[src/rtl/psram_arbiter.sv]
// Round-robin arbiter sharing one SPI PSRAM engine between two requesters.
// One transaction in flight, CE-high gap between transactions, watchdog abort.
module psram_arbiter #(
    parameter int ADDRLEN = 23,
    parameter int GAP_CYC = 4,
    parameter int TIMEOUT = 1023
) (
    input  logic               sysclk,
    input  logic               rst_n,
    input  logic               req0,
    input  logic               req1,
    input  logic               we0,
    input  logic               we1,
    input  logic [ADDRLEN-1:0] addr0,
    input  logic [ADDRLEN-1:0] addr1,
    input  logic [7:0]         wdata0,
    input  logic [7:0]         wdata1,
    output logic               gnt0,
    output logic               gnt1,
    output logic               done0,
    output logic               done1,
    output logic [7:0]         rdata,
    output logic               tmo,
    output logic               eng_start,
    output logic               eng_we,
    output logic [ADDRLEN-1:0] eng_addr,
    output logic [7:0]         eng_wdata,
    input  logic               eng_busy,
    input  logic               eng_done,
    input  logic [7:0]         eng_rdata,
    output logic [15:0]        xact_cnt,
    output logic [7:0]         tmo_cnt
);

    localparam int TW = $clog2(TIMEOUT + 1);
    localparam int GW = (GAP_CYC > 0) ? $clog2(GAP_CYC + 1) : 1;

    typedef enum logic [1:0] {
        IDLE,
        ISSUE,
        WAIT,
        GAP
    } state_t;

    state_t        state;
    logic          owner;
    logic          last;
    logic [TW-1:0] wdog;
    logic [GW-1:0] gap;

    logic pick;
    logic fin;
    logic fin_tmo;

    // On a tie the port not served last wins.
    always_comb begin
        pick = 1'b0;
        if (req0 && req1) begin
            pick = ~last;
        end else if (req1) begin
            pick = 1'b1;
        end
    end

    // eng_done takes priority over a watchdog expiring in the same cycle.
    always_comb begin
        fin     = 1'b0;
        fin_tmo = 1'b0;
        if (state == WAIT) begin
            if (eng_done) begin
                fin = 1'b1;
            end else if (wdog == TW'(1)) begin
                fin     = 1'b1;
                fin_tmo = 1'b1;
            end
        end
    end

    always_ff @(posedge sysclk or negedge rst_n) begin
        if (!rst_n) begin
            state     <= IDLE;
            owner     <= 1'b0;
            last      <= 1'b1;
            wdog      <= '0;
            gap       <= '0;
            gnt0      <= 1'b0;
            gnt1      <= 1'b0;
            done0     <= 1'b0;
            done1     <= 1'b0;
            rdata     <= '0;
            tmo       <= 1'b0;
            eng_start <= 1'b0;
            eng_we    <= 1'b0;
            eng_addr  <= '0;
            eng_wdata <= '0;
            xact_cnt  <= '0;
            tmo_cnt   <= '0;
        end else begin
            gnt0      <= 1'b0;
            gnt1      <= 1'b0;
            done0     <= 1'b0;
            done1     <= 1'b0;
            tmo       <= 1'b0;
            eng_start <= 1'b0;
            unique case (state)
                IDLE: begin
                    if ((req0 || req1) && !eng_busy) begin
                        owner     <= pick;
                        eng_we    <= pick ? we1 : we0;
                        eng_addr  <= pick ? addr1 : addr0;
                        eng_wdata <= pick ? wdata1 : wdata0;
                        gnt0      <= ~pick;
                        gnt1      <= pick;
                        state     <= ISSUE;
                    end
                end
                ISSUE: begin
                    eng_start <= 1'b1;
                    wdog      <= TW'(TIMEOUT);
                    state     <= WAIT;
                end
                WAIT: begin
                    if (fin) begin
                        if (!fin_tmo && !eng_we) begin
                            rdata <= eng_rdata;
                        end
                        if (fin_tmo && tmo_cnt != 8'hff) begin
                            tmo_cnt <= tmo_cnt + 8'd1;
                        end
                        done0    <= ~owner;
                        done1    <= owner;
                        tmo      <= fin_tmo;
                        xact_cnt <= xact_cnt + 16'd1;
                        last     <= owner;
                        gap      <= GW'(GAP_CYC);
                        state    <= (GAP_CYC == 0) ? IDLE : GAP;
                    end else begin
                        wdog <= wdog - TW'(1);
                    end
                end
                GAP: begin
                    if (gap <= GW'(1)) begin
                        state <= IDLE;
                    end else begin
                        gap <= gap - GW'(1);
                    end
                end
                default: state <= IDLE;
            endcase
        end
    end

endmodule
[config.mk]
export PLATFORM = sky130hd
export DESIGN_NAME = psram_arbiter
export DESIGN_NICKNAME = d
export VERILOG_FILES = /design/src/rtl/psram_arbiter.sv
export SDC_FILE = /design/constraint.sdc
export NUM_CORES = 1
export LEC_CHECK = 0
export BUFFER_PORTS_ARGS = -buffer_cell sky130_fd_sc_hd__buf_2
export CAP_MARGIN = 20
export CORE_MARGIN = 8
export CORE_UTILIZATION = 49
export DETAILED_ROUTE_END_ITERATION = 16
export HOLD_SLACK_MARGIN = 0.08
export PLACE_DENSITY_LB_ADDON = 0.2
export SYNTH_ARGS = -nofsm -noshare
export SYNTH_HDL_FRONTEND = slang
export SYNTH_SLANG_ARGS = --single-unit
[constraint.sdc]
create_clock -name sysclk -period 2.4 [get_ports sysclk]
set_input_delay 0.36 -clock sysclk [delete_from_list [all_inputs] [get_ports sysclk]]
set_output_delay 0.36 -clock sysclk [all_outputs]
set_load 0.02 [all_outputs]
; Word level (Yosys, flattened, before mapping)
; Index checks and enable logic that the tools add are counted.
[word_totals]
register_bits = 87
in_bits = 78
output_inout_bits = 70
[classes]
n_addsub = 4
n_lt_le_gt_ge = 1
eq_ne = 10
mux = 30
bitwise = 3
n_reduce_logical = 18
[ops]
columns = op, n
row1 = 23-bit 2-to-1 mux, 1
row2 = 10-bit one-hot mux with 2 select lines, 1
row3 = 1-bit 2-to-1 mux, 19
row4 = "16-bit by 1-bit adder with 16-bit output, second input constant", 1
row5 = 3-bit AND reduction, 4
row6 = "10-bit by 1-bit equality test with 1-bit output, second input constant", 1
row7 = 10-bit 2-to-1 mux, 1
row8 = "2-bit inequality test, second input constant", 5
row9 = "10-bit by 1-bit subtractor with 10-bit output, second input constant", 1
row10 = "8-bit by 1-bit adder with 8-bit output, second input constant", 1
row11 = 8-bit 2-to-1 mux, 1
row12 = "8-bit inequality test, second input constant", 1
row13 = 2-bit one-hot mux with 4 select lines, 1
row14 = 2-bit 2-to-1 mux, 3
row15 = 3-bit 2-to-1 mux, 2
row16 = 3-bit one-hot mux with 2 select lines, 1
row17 = 2-bit AND reduction, 3
row18 = "2-bit equality test, second input constant", 2
row19 = 1-bit logical AND, 4
row20 = 2-bit nonzero test, 2
row21 = "3-bit by 1-bit <= comparator with 1-bit output, second input constant", 1
row22 = 1-bit zero test, 3
row23 = 1-bit NOT, 3
row24 = "3-bit by 1-bit subtractor with 3-bit output, second input constant", 1
row25 = other kinds (3), 3

; Longest topological paths before layout
; Gate-level depths: netlist of run 1.
[logic_depth]
word_depth = 7
mapped_depth = 8

; Worst setup path before layout of run 1
; Ideal clock, no wire load.
[synth_timing]
kind = reg2reg
startpoint = register wdog[2]
endpoint = register tmo_cnt[1]
setup_time_ns = 0.125
t_arrival_ns = 1.731
required_time_ns = 2.275
path_slack_ns = 0.544
stages_incl_launch_ff = 5
path_buffers = 0
synth_period_minus_slack_ns = 1.856
path_cell_list = dfrtp_1 > or3_1 > or2_1 > a311oi_4 > mux2_2
[synth_via]
elab_chain_len = 6
word_cells_on_any_way = 8
[synth_lines]
columns = item, line
row1 = "start, declared", 48  ; logic [TW-1:0] wdog;
row2 = "start signal, assigned", 119  ; wdog <= TW'(TIMEOUT);
row3 = "start signal, assigned", 138  ; wdog <= wdog - TW'(1);
row4 = 10-bit by 1-bit equality test with 1-bit output *, 72  ; end else if (wdog == TW'(1)) begin
row5 = 1-bit 2-to-1 mux *, 72
row6 = 1-bit 2-to-1 mux, 70  ; if (eng_done) begin
row7 = 1-bit 2-to-1 mux, 69  ; if (state == WAIT) begin
row8 = 1-bit logical AND, 127  ; if (fin_tmo && tmo_cnt != 8'hff) begin
row9 = 3-bit AND reduction (no source line) *, n/a
row10 = "end signal, assigned", 128  ; tmo_cnt <= tmo_cnt + 8'd1;
row11 = "end, declared", 32  ; output logic [7:0] tmo_cnt
; Mark *: on every way between the ends. The rest lies on a longest branch, timed or not.
; A chain may end at the register's enable or synchronous reset.

; Worst setup path after layout of run 1
[layout_timing]
startpoint = register wdog[1]
endpoint = register tmo_cnt[1]
; Same word-level chain as after synthesis.

==> results of run 1 <==
## Yosys cell counts (all sizes together)
cell / number / share of area [%]
xnor2: 14 / 3.1
or3: 1 / 0.16
nor2b: 1 / 0.16
nor4: 1 / 0.53
nand2: 56 / 5.2
o21a: 1 / 0.19
nand4b: 1 / 0.22
and2: 4 / 0.62
nor2: 22 / 2.1
and3: 4 / 0.62
nand2b: 2 / 0.31
o211ai: 2 / 0.37
a221oi: 1 / 0.22
inv: 13 / 1.2
nand3: 11 / 1.4
dfrtp: 86 / 54
or2: 2 / 0.31
ha: 10 / 3.1
nand4: 7 / 1.2
clkbuf: 11 / 1.0
a21oi: 2 / 0.25
a31o: 1 / 0.22
mux2: 9 / 2.5
nand3b: 3 / 0.56
dfstp: 1 / 0.66
a211oi: 2 / 0.37
or4: 1 / 0.19
o31ai: 1 / 0.19
a311oi: 1 / 0.66
mux2i: 32 / 8.0
a21o: 4 / 0.75
nor3: 5 / 0.62
buf: 4 / 0.47
a21boi: 1 / 0.19
a221o: 1 / 0.25
xor2: 15 / 3.3
a31oi: 2 / 0.31
o21ai: 38 / 4.7
## routing by layer
metal	GRT usage (%)	routed length, um	vias up
met3	5.082	590	9
met4	6.030	110	0
met5	0	0	-
li1	-	-	1566
met2	28.28	4687	94
met1	20.47	4000	1488
## flip-flops by register name, indices dropped and copies added, names as in the netlist, 2 cells and up
register / cells
eng_addr: 23
xact_cnt: 16
wdog: 10
eng_wdata: 8
rdata: 8
tmo_cnt: 8
gap: 3
state: 2
## how the worst max path moves through the flow
stage | from | end | slack, ns
floorplan | wdog[2] | tmo_cnt[1] | 0.54
global placement | wdog[1] | tmo_cnt[1] | 0.46
detailed placement | wdog[1] | tmo_cnt[1] | 0.40
CTS | wdog[1] | tmo_cnt[1] | 0.38
global route | wdog[1] | tmo_cnt[1] | 0.25
finish | wdog[1] | tmo_cnt[1] | 0.37
## logic make-up (layout without fill, tap and decap cells)
kind of cell               Yosys count  after routing  synth area share [%]
and+or+nand+nor                    121            121                 14.24
adders and majority gates           10             10                 3.122
xor gates and xnor gates            29             29                 6.338
buffers and inverters               28            182                 2.716
DFF                                 87             87                 54.36
AOI/OAI and AO/OA                   57             57                 8.711
muxes                               41             41                 10.52
## cell type report
class | instances | area share [%]
clock buffer | 9 | 2.404
clock inverter | 7 | 2.428
inverter | 13 | 0.9471
multi-input combinational | 258 | 33.66
sequential | 87 | 42.28
tap | 105 | 2.550
timing repair buffer | 153 | 15.74
## what timing repair did
item,in CTS,in global routing
hold buffers,1,0
endpoints found under the setup margin,0,0
buffers inserted,0,0
endpoints found under the hold margin,31,0
## power groups by stage
stage	registers, W	logic [W]	clock network (W)
after floorplan	0.00262	0.000831	0
after global placement	0.00219	0.00196	0
after detailed placement	0.00219	0.00202	0
after CTS	0.00217	0.00202	0.00128
after global routing	0.00223	0.00222	0.00135
final	0.00217	0.00198	0.00125
## stage by stage
stage	instance area (um^2)	power [W]	hold WS, ns
after floorplan	4008	0.003453	0.06441
after global placement	4893	0.004146	0.3283
after detailed placement	4893	0.004216	0.3277
after CTS	5152	0.005476	0.2220
after global routing	5152	0.005800	0.2194
final	5152	0.005403	0.2350
==> summary by stage, run 1 <==
Final layout
The area occupied by registers is 2178 um^2. The number of filler cells placed in the layout is 658. In the layout the commonest cells are 146 x sky130_fd_sc_hd__buf_2, 86 x sky130_fd_sc_hd__dfrtp_1, 55 x sky130_fd_sc_hd__nand2_1, 38 x sky130_fd_sc_hd__o21ai_0, 32 x sky130_fd_sc_hd__mux2i_1. The area of the multi-input gates is 1734 um^2. 0 antenna diodes ended up in the layout. The library cell used most frequently in the layout, excluding fill and tap cells, is sky130_fd_sc_hd__buf_2. The finished layout holds 632 standard cells, fillers aside.

The synthesis-to-layout area growth is 28.57%. The number of nets in the layout is 610. The share of cells above drive strength 1 is 35.10%. Once layout is complete, the utilization of the core stands at 63.99%.

GRT
The number of global-route vias before repair is 3302. Entering global routing, the biggest net connects 57 pins. Global routing used 17.00% of the available tracks across all layers. The number of antenna violations at the first check in global routing came to 0. For this run the aggregate overflow at the end of global routing stands at 0. The wire length of the first global-routing pass is 15.70 mm.

Detailed routing
The starting DRC count in detailed routing is 87. The detailed-route wire length per cell is 14.85 um. Dividing the detail-routed via count by the number of cells gives 4.995. The detail route stage leaves a number of antenna-violating nets equal to 0. The total detailed-routing wirelength is 9.388 mm. After detailed routing, the number of remaining DRC violations is 0. Before antenna repair, the detailed router went through 5 iterations. The vias after detailed routing is 3157.

Die
The floorplan step defined a die boundary enclosing 11330 um^2. In this run the horizontal extent of the chip is 106.4 um. 148 I/O pins were placed. The floorplan has 33 rows. The height of the die is 106.4 um.

The initial standard-cell utilization of the core is 49.77%. The core box area is 8051 um^2.

STA
The number of failing setup endpoints in the final timing report is 0. The final hold violation count is 0. In the final timing run, aggregate negative setup slack is 0 ns. Once routing completed, OpenROAD measured the worst setup slack at 0.3728 ns. At the pin with the least slew margin, the transition time is 0.6821 ns.

The max-slew violation total from the final report came to 0. Clock skew on the completed layout was measured at 0.01126 ns. The worst path in the final design needs a cycle of 2.027 ns, including I/O delays and setup. The portion of the clock cycle consumed by the worst path in the final layout is 84.47%. Timing would allow up to 493.3 MHz. Setup repair after global routing left no endpoint under its margin. Measured against its own limit, the worst slew margin works out to 54.25%.

Power
The relative contribution of combinational cells to total power is 36.7%. Net switching is 37.83% of the power. The clock network power share is 23.1%. The static leakage is 2.709 nW. The worst supply voltage drop on vdd is 0.4660 mV. The power density over the cells is 1049 nW/um^2. Cell internal power was estimated by the tool at 0.003359 W. The sequential cell fraction of total power is 40.2%. The analysis attributes to net switching a power of 0.002044 W.

Status
The run finished with clean final reports.

Run
The number of violations of the max-capacitance limit is 0.

Clock network
At the later pin of the worst-skew pair, clock insertion delay measures 0.35 ns. The clock-pin slew on the worst setup and hold paths is 0.09 ns. The TritonCTS buffer count is 9. The number of gates resized after cts is 0. The number of H-tree branching levels is 3. The longest clock path from root to sink contains 2 buffers.

The clock tree from TritonCTS is built. The root buffer cell chosen for the clock tree is sky130_fd_sc_hd__clkbuf_8. The sink count of the clock tree is 87.

Synth
In this run the mean area of a mapped cell was 10.74 um^2. Synthesis inferred 87 register bits. After technology mapping, the gate count stands at 373.

The number of library cell types mapped by synthesis is 41. Summing every instance area after synthesis gives 4008 um^2. For this run, the number of Yosys warnings is 0. The post-synthesis sequential area ratio is 54.36%. The number of nets in the synthesized netlist is 461.

Hold path
The origin of the worst min-delay path is eng_rdata[1]. Counting instances, the worst hold path has a depth of 2. The path type of the worst min-delay path is in2reg. The end point of the worst hold path is rdata[1].

Worst setup path
In this design, the stage delay of the slowest critical-path cell is 0.49 ns. The master of the slowest instance on the critical path is sky130_fd_sc_hd__a311oi_4. Broken down by cell family, the worst path's largest delay share belongs to compound AO/OA/AOI/OAI gates. Data arrives at the worst endpoint at 2.26 ns.

The destination of the worst register-to-register timing path is tmo_cnt[1]. At the worst endpoint, the required time is 2.63 ns. In this run the worst path has a maximum fanout of 8. The reg2reg setup slack is 0.37 ns.

The worst register-to-register path begins at wdog[1]. In this run the number of cells on the critical path is 6. The critical path in this run is classified as reg2reg. The cell depth of the worst flop-to-flop path is 6. The count of buffer and inverter cells on the critical path is 1. The signal on the critical path passes through inv_1, ha_1, nor2b_1, nand2_1, a311oi_4, mux2_2. The kind of start point of the critical path is a flop. The critical path capture point type is a flop.

Placed design
The half-perimeter wire length of the detailed placement result is 7.309 mm. In this run the tool buffered the top-level ports with 147 buffer cells. Before CTS, the worst setup slack after placement is 0.4010 ns.

After detailed placement, the design holds a cell count of 615. The congestion estimate from routability-driven global placement came to 0.7507.
(Power assumes the default switching activity.)
==> inputs of run 2 (changes only) <==
--- a/config.mk
+++ b/config.mk
@@ -5,10 +5,11 @@
 export SDC_FILE = /design/constraint.sdc
 export NUM_CORES = 1
 export LEC_CHECK = 0
+export ABC_AREA = 1
 export BUFFER_PORTS_ARGS = -buffer_cell sky130_fd_sc_hd__buf_2
 export CAP_MARGIN = 20
 export CORE_MARGIN = 8
-export CORE_UTILIZATION = 49
+export CORE_UTILIZATION = 51
 export DETAILED_ROUTE_END_ITERATION = 16
 export HOLD_SLACK_MARGIN = 0.08
 export PLACE_DENSITY_LB_ADDON = 0.2
==> constraint.sdc (replaced) <==
create_clock -name sysclk -period 2.1 [get_ports sysclk]
set_input_delay 0.315 -clock sysclk [delete_from_list [all_inputs] [get_ports sysclk]]
set_output_delay 0.315 -clock sysclk [all_outputs]
set_load 0.02 [all_outputs]
==> summary by stage, run 2 <==
Die
The die boundary width was 110.0 um (+3.4%). The site row count is 34 (+3.0%). The number of primary I/O pins came to 148 (unchanged).

The area of the die is 12110 um^2 (+6.9%). The height of the die is 110.0 um (+3.4%). The initial standard-cell utilization of the core is 52.23% (+2.5 points). The core box area is 8636 um^2 (+7.3%).

GRT
The maximum number of pins on one net before global-route repair is 47 (-18%). The number of global-route vias before repair is 4255 (+29%). The remaining global-route overflow is 0 (unchanged). The number of antenna violations at the first check in global routing is 0 (unchanged). The wire length of the first global-routing pass came to 19.07 mm (+21%). The global-route usage over all layers is 19.44% (+2.4 points).

STA
The final hold violation count is 0 (unchanged). Setup repair after global routing left no endpoint under its margin. The actual transition at the worst max-transition pin was 0.6075 ns (-0.07461 ns). The number of failing setup endpoints in the final timing report is 0 (unchanged). The portion of the clock cycle consumed by the worst path in the final layout is 83.72% (-0.75 points).

The maximum clock frequency was 568.8 MHz (+15%). The setup TNS was 0 ns (unchanged). The clock tree skew after final layout is 0.01008 ns (-0.001182 ns). The relative slew slack is 59.50% (+5.2 points). The worst hold slack across all endpoints was 0.1689 ns (-0.06610 ns).

The max-slew violation total from the final report is 0 (unchanged). The post-route minimum period was 1.758 ns (-0.2691 ns).

Final layout
The area occupied by registers is 2178 um^2 (unchanged). More flip-flops sit in one register than any other, and that register is eng_addr. The area of the multi-input gates is 2068 um^2 (+19%). The antenna diode instance count is 0 (unchanged). The number of filler cells placed in the layout is 769 (+17%). The number of flip-flops under the largest register name is 23 (unchanged).

Relative to the synthesized area, the layout overhead comes to 22.80%. Leaving out fill and tap cells, the most frequent cells in the layout are 244 x sky130_fd_sc_hd__nand2_1, 146 x sky130_fd_sc_hd__buf_2, 86 x sky130_fd_sc_hd__dfrtp_1, 72 x sky130_fd_sc_hd__nand3_1, 41 x sky130_fd_sc_hd__inv_1. The most common library cell in the layout ignoring fill and taps is sky130_fd_sc_hd__nand2_1. The number of nets in the layout is 807 (+32%).

The share of cells above drive strength 1 came to 28.18% (-6.9 points). The largest registers in the layout are eng_addr x23, xact_cnt x16, wdog x10.

Synth
The post-synthesis sequential area ratio came to 48.29% (-6.1 points). The post-synthesis instance area was 4511 um^2 (+13%). The library cell occupying the most area in the post-synthesis netlist is sky130_fd_sc_hd__dfrtp_1. The async set or reset register ratio after synthesis is 100.0% (unchanged). The number of library cell types mapped by synthesis came to 30 (-27%). The synthesized area per cell was 7.941 um^2 (-26%).

The instance count of the mapped netlist was 568 (+52%). The number of enable flip-flop cells after synthesis was 0 (unchanged). The area fraction of the dominant cell type after synthesis is 47.71% (-6.0 points). The number of nets in the synthesized netlist is 656 (+42%). The number of synthesis warnings came to 0 (unchanged).

By count the netlist is led by 244 x sky130_fd_sc_hd__nand2_1, 86 x sky130_fd_sc_hd__dfrtp_1, 72 x sky130_fd_sc_hd__nand3_1. The primary flip-flop cell chosen by synthesis mapping is sky130_fd_sc_hd__dfrtp_1. Sorting the synthesized cells by area gives the leading types as sky130_fd_sc_hd__dfrtp_1 48%, sky130_fd_sc_hd__nand2_1 20%, sky130_fd_sc_hd__nand3_1 8.0%.

The flop and latch count out of synthesis is 87 (unchanged). The most instantiated library cell after synthesis is sky130_fd_sc_hd__nand2_1.

Detailed routing
The count of nets left with antenna violations after detail routing was 0 (unchanged). The starting DRC count in detailed routing is 184 (+110%). The vias after detailed routing is 4179 (+32%). The first-pass iteration count of the detailed router is 4 (-1). The number of remaining DRC errors came to 0 (unchanged).

The via density per instance is 5.023 (+0.55%). The total detailed-routing wirelength is 11.34 mm (+21%). The detailed-route wire length per cell was 13.62 um (-8.3%).

Worst setup path
The peak per-stage delay on the critical path was 0.41 ns (-0.08 ns). The largest fanout on the critical path is 8 (unchanged). In this design, the critical path's most frequently occurring cell is sky130_fd_sc_hd__inv_1. The signal on the critical path passes through inv_1, ha_1, inv_1, nor2_1, nand2_1, mux2_2. The critical path capture point type is a flop. STA classifies the critical path startpoint as a flop.

The cell depth of the worst flop-to-flop path is 6 (unchanged). The slowest stage of the critical path belongs to the cell sky130_fd_sc_hd__dfrtp_1. The required time of the critical path is 2.33 ns (-0.30 ns).

The arrival time reported for the critical path endpoint is 1.99 ns (-0.27 ns). The critical path class is reg2reg.

Clock network
The clock latency on the worst-skew pair is 0.35 ns (about the same). The TritonCTS buffer count came to 9 (unchanged). The number of H-tree branching levels is 3 (unchanged). The clock-pin slew on the worst setup and hold paths came to 0.09 ns (about the same). The sink count of the clock tree came to 87 (unchanged). The number of setup buffers added after CTS is 0 (unchanged).

The maximum root-to-sink buffer count is 2 (unchanged). The clock tree from TritonCTS is built. Clock tree synthesis selected as its root buffer the cell sky130_fd_sc_hd__clkbuf_8.

Power
The power density over the cells was 1211 nW/um^2 (+15%). The static leakage was 3.028 nW (+12%). The worst supply voltage drop on vdd is 0.6192 mV (+33%).

Placed design
The placer's final routability congestion estimate came to 0.8556 (+14%). The count of buffers from port buffering is 147 (unchanged). The half-perimeter wire length of the detailed placement result is 8.764 mm (+20%).

Hold path
In this run the worst hold path is classified as in2reg. The number of cells traversed by the worst hold path is 3 (+1).

Status
The flow ran to the end, and the final reports show no timing, DRC or antenna violations.

Run
The number of violations of the max-capacitance limit is 0 (unchanged).
[run 2: changes by cell type after synthesis, sizes merged, moves of 6 or more]
cell,delta
buf,+8
clkbuf,-8
inv,+29
mux2i,-32
nand2,+194
nand3,+61
nor2,+16
o21ai,-23
xnor2,-8
xor2,-6
[run 2: cell type report]
type	instances	share of cell area, %
timing repair buffer	155	14.91
clock inverter	6	0.8358
inverter	42	2.846
clock buffer	10	2.304
multi-input combinational	424	37.34
tap	108	2.440
sequential	87	39.33
[run 2: cell families (layout without fill, tap and decap cells)]
kind of cell	Yosys count	count (layout)	synth area share [%]
AOI/OAI and AO/OA	19	19	3.079
xor gates and xnor gates	15	15	2.913
adders and majority gates	10	10	2.774
buffers and inverters	57	213	5.853
DFF	87	87	48.29
muxes	8	8	1.997
and+or+nand+nor	372	372	35.09
[run 2: path summary, 6_finish.rpt]
kind / start / slack (ns) / endpoint
worst max register to register: state[0] / 0.34 / rdata[0]
max in group asynchronous: rst_n / 0.96 / eng_wdata[3]
min in group asynchronous: rst_n / 0.54 / eng_addr[21]
worst max-delay path: state[0] / 0.34 / rdata[0]
worst min-delay path: addr1[10] / 0.17 / eng_addr[10]
worst min register to register: owner / 0.43 / done0
[run 2: routing by layer]
| layer | share of wire, % | vias to the layer above | global-route usage, % |
|---|---|---|---|
| met1 | 42 | 1945 | 23.78 |
| met5 | 0 | - | 0 |
| met4 | 1.1 | 0 | 5.882 |
| li1 | - | 2095 | - |
| met3 | 5.8 | 11 | 3.895 |
| met2 | 51 | 128 | 33.78 |
[run 2: repair_timing]
item / 4_1_cts / 5_1_grt
hold buffers: 1 / 0
gates resized for setup: 0 / 0
hold endpoints to repair: 43 / 0
[run 2: metrics by stage]
stage	instances	setup slack (ns)	utilization, %	area [um^2]	power (W)
6_report	832	0.3418	64.14	5539	0.006706
4_1_cts	832	0.3342	64.14	5539	0.006778
3_5_place_dp	815	0.3499	62.01	5355	0.005723
5_1_grt	832	0.1473	64.14	5539	0.007244
3_3_place_gp	815	0.4230	62.01	5355	0.005606
2_1_floorplan	568	0.5403	-	4511	0.004773
[run 2: report_power, final]
group	internal (W)	switching (W)
clock	0.000434	0.000604
sequential	0.00227	0.000431
combinational	0.00108	0.00188
total	0.00379	0.00292
[run 2: critical path: cells and delay by family (launching register included)]
| family | cells | cell delay, ns |
|---|---|---|
| adders and majority gates | 1 | 0.22 |
| buffers and inverters | 2 | 0.31 |
| DFF | 1 | 0.41 |
| muxes | 1 | 0.37 |
| and+or+nand+nor | 2 | 0.34 |
==> inputs of run 3 (changes only) <==
--- a/config.mk
+++ b/config.mk
@@ -5,11 +5,11 @@
 export SDC_FILE = /design/constraint.sdc
 export NUM_CORES = 1
 export LEC_CHECK = 0
-export ABC_AREA = 1
+export ABC_AREA = 0
 export BUFFER_PORTS_ARGS = -buffer_cell sky130_fd_sc_hd__buf_2
 export CAP_MARGIN = 20
 export CORE_MARGIN = 8
-export CORE_UTILIZATION = 51
+export CORE_UTILIZATION = 49
 export DETAILED_ROUTE_END_ITERATION = 16
 export HOLD_SLACK_MARGIN = 0.08
 export PLACE_DENSITY_LB_ADDON = 0.2
==> constraint.sdc (replaced) <==
create_clock -name sysclk -period 1.8 [get_ports sysclk]
set_input_delay 0.27 -clock sysclk [delete_from_list [all_inputs] [get_ports sysclk]]
set_output_delay 0.27 -clock sysclk [all_outputs]
set_load 0.02 [all_outputs]
==> summary by stage, run 3 (synthesis results as in run 1) <==
GRT
The maximum number of pins on one net before global-route repair is 40 (-15%). The wire length of the first global-routing pass is 16.35 mm (-14%). The number of global-route vias before repair came to 3511 (-17%). The number of antenna violations at the first check in global routing came to 0 (unchanged).

The global-route usage over all layers came to 17.66% (-1.8 points). The remaining global-route overflow was 0 (unchanged).

Final layout
The area of the multi-input gates is 1859 um^2 (-10%). The largest registers in the layout are eng_addr x23, xact_cnt x16, wdog x10. The number of nets in the layout came to 639 (-21%). The number of flip-flops under the largest register name was 23 (unchanged).

The share of cells above drive strength 1 is 41.91% (+14 points). The top cell types in the final layout, fill and taps aside, are 146 x sky130_fd_sc_hd__buf_2, 86 x sky130_fd_sc_hd__dfrtp_1, 52 x sky130_fd_sc_hd__nand2_1, 37 x sky130_fd_sc_hd__o21ai_0, 32 x sky130_fd_sc_hd__mux2i_1. The number of filler cells placed in the layout is 649 (-16%). eng_addr holds more flip-flops than any other register. The final non-filler cell area is 5497 um^2 (-0.77%). The final core area utilization was 68.27% (+4.1 points). Leaving out fill and tap cells, the most frequent cell in the layout is sky130_fd_sc_hd__buf_2. The antenna diode instance count came to 0 (unchanged).

The area occupied by registers was 2178 um^2 (unchanged). The synthesis-to-layout area growth is 37.15%.

STA
The number of failing setup endpoints in the final timing report is 8 (+8). The relative slew slack is 69.73% (+10 points). The maximum clock frequency is 533.2 MHz (-6.2%). The final hold violation count is 0 (unchanged). The max-slew violation total from the final report is 0 (unchanged). The post-route minimum period is 1.875 ns (+0.1172 ns).

The worst hold slack across all endpoints is 0.1370 ns (-0.03187 ns). The portion of the clock cycle consumed by the worst path in the final layout is 104.2% (+20 points). Setup repair after global routing could not meet its margin everywhere.

The clock tree skew after final layout is 0.01122 ns (+0.001135 ns). The post-layout worst setup margin was -0.07537 ns (-0.4172 ns). The actual transition at the worst max-transition pin is 0.4526 ns (-0.1548 ns).

Detailed routing
The count of nets left with antenna violations after detail routing is 0 (unchanged). The via density per instance came to 5.041 (+0.36%). The starting DRC count in detailed routing is 113 (-39%).

The number of remaining DRC errors is 0 (unchanged). The vias after detailed routing was 3332 (-20%). The total detailed-routing wirelength was 10.10 mm (-11%). The detailed-route wire length per cell is 15.28 um (+12%).

The first-pass iteration count of the detailed router is 4 (unchanged).

Placed design
The area of placed instances was 5056 um^2 (-5.6%). The placer's final routability congestion estimate is 0.7932 (-7.3%). The half-perimeter wire length of the detailed placement result came to 7.638 mm (-13%). The count of buffers from port buffering is 147 (unchanged). The setup slack at placement was -0.1243 ns (-0.4742 ns).

Power
The worst supply voltage drop on vdd was 0.7258 mV (+17%). The final total power was 0.007293 W (+8.7%). The static leakage is 2.894 nW (-4.4%). The power density over the cells is 1327 nW/um^2 (+9.6%).

Worst setup path
The kind of start point of the critical path is a flop. Following the worst setup path forward leads to its endpoint at tmo_cnt[1]. The most critical setup path has its startpoint at wdog[3]. By startpoint and endpoint, the worst setup path is classified as reg2reg. The worst register-to-register path begins at wdog[3].

In this run the critical register-to-register path is captured at tmo_cnt[1]. The arrival time reported for the critical path endpoint is 2.12 ns (+0.13 ns). The required time of the critical path is 2.04 ns (-0.29 ns). The largest fanout on the critical path is 6 (-2). The critical path capture point type is a flop.

The cell depth of the worst flop-to-flop path came to 5 (-1). The reg2reg setup slack came to -0.08 ns (-0.42 ns).

Clock network
The TritonCTS buffer count is 9 (unchanged). The sink count of the clock tree is 87 (unchanged). TritonCTS built the clock tree. The clock latency on the worst-skew pair was 0.36 ns (about the same). The clock tree root driver cell is sky130_fd_sc_hd__clkbuf_8. The number of H-tree branching levels is 3 (unchanged). The maximum root-to-sink buffer count came to 2 (unchanged). The clock-pin slew on the worst setup and hold paths is 0.10 ns (about the same).

Die
The site row count is 33 (-2.9%). The core box area came to 8051 um^2 (-6.8%). The initial standard-cell utilization of the core is 49.77% (-2.5 points). The height of the die is 106.4 um (-3.3%). The area of the die is 11330 um^2 (-6.5%). The die boundary width was 106.4 um (-3.3%).

The number of primary I/O pins is 148 (unchanged).

Status
The run finished, with violations left. The final reports fail on negative setup slack.

Run
The number of violations of the max-capacitance limit is 0 (unchanged).

Hold path
The path type of the worst min-delay path is in2reg.
[run 3: repair_timing]
| action | 4_1_cts | 5_1_grt |
|---|---|---|
| resized for setup | 10 | 20 |
| setup buffers | 7 | 2 |
| hold buffers | 1 | 0 |
| setup endpoints to repair | 12 | 27 |
| pin swaps | 7 | 8 |
| endpoints found under the hold margin | 17 | 0 |
[run 3: per-layer routing]
metal | share of wire (%) | wire length, um | GRT usage, % | up-vias
li1 | - | - | - | 1633
met1 | 42 | 4210 | 20.37 | 1579
met2 | 50 | 5060 | 29.94 | 105
met3 | 6.6 | 669 | 5.868 | 15
met4 | 1.6 | 160 | 6.432 | 0
met5 | 0 | 0 | 0 | -
[run 3: power breakdown]
| part | switching, W | internal [W] | total, W |
|---|---|---|---|
| logic | 0.00173 | 0.00112 | 0.00285 |
| clock network | 0.000746 | 0.000799 | 0.00154 |
| registers | 0.000367 | 0.00253 | 0.00290 |
[run 3: critical path, cell delays in order, from the launching register on]
cell,delay (ns)
sky130_fd_sc_hd__dfrtp_1,0.40
sky130_fd_sc_hd__or3_4,0.40
sky130_fd_sc_hd__or2_4,0.25
sky130_fd_sc_hd__a311oi_4,0.26
sky130_fd_sc_hd__buf_6,0.16
sky130_fd_sc_hd__mux2_4,0.29
[run 3: area by class of cell]
type,instances,share of cell area (%)
tap,105,2.390
sequential,87,39.63
timing repair buffer,182,19.14
clock buffer,9,2.254
clock inverter,7,1.867
multi-input combinational,258,33.83
inverter,13,0.8878
[run 3: worst min-delay path by stage]
stage,depth (start not counted),endpoint,slack [ns],startpoint
floorplan,0,done0,-0.03,rst_n
detailed placement,1,wdog[1],0.17,rst_n
CTS,2,rdata[3],0.13,eng_rdata[3]
global placement,1,wdog[1],0.17,rst_n
global route,2,rdata[3],0.13,eng_rdata[3]
finish,2,rdata[1],0.14,eng_rdata[1]
[run 3: through the flow]
step	cells	setup TNS, ns
CTS	659	-0.1161
global route	661	-0.9191
detailed placement	635	-0.5127
finish	661	-0.2694
floorplan	373	-0.05573
global placement	635	-0.1984
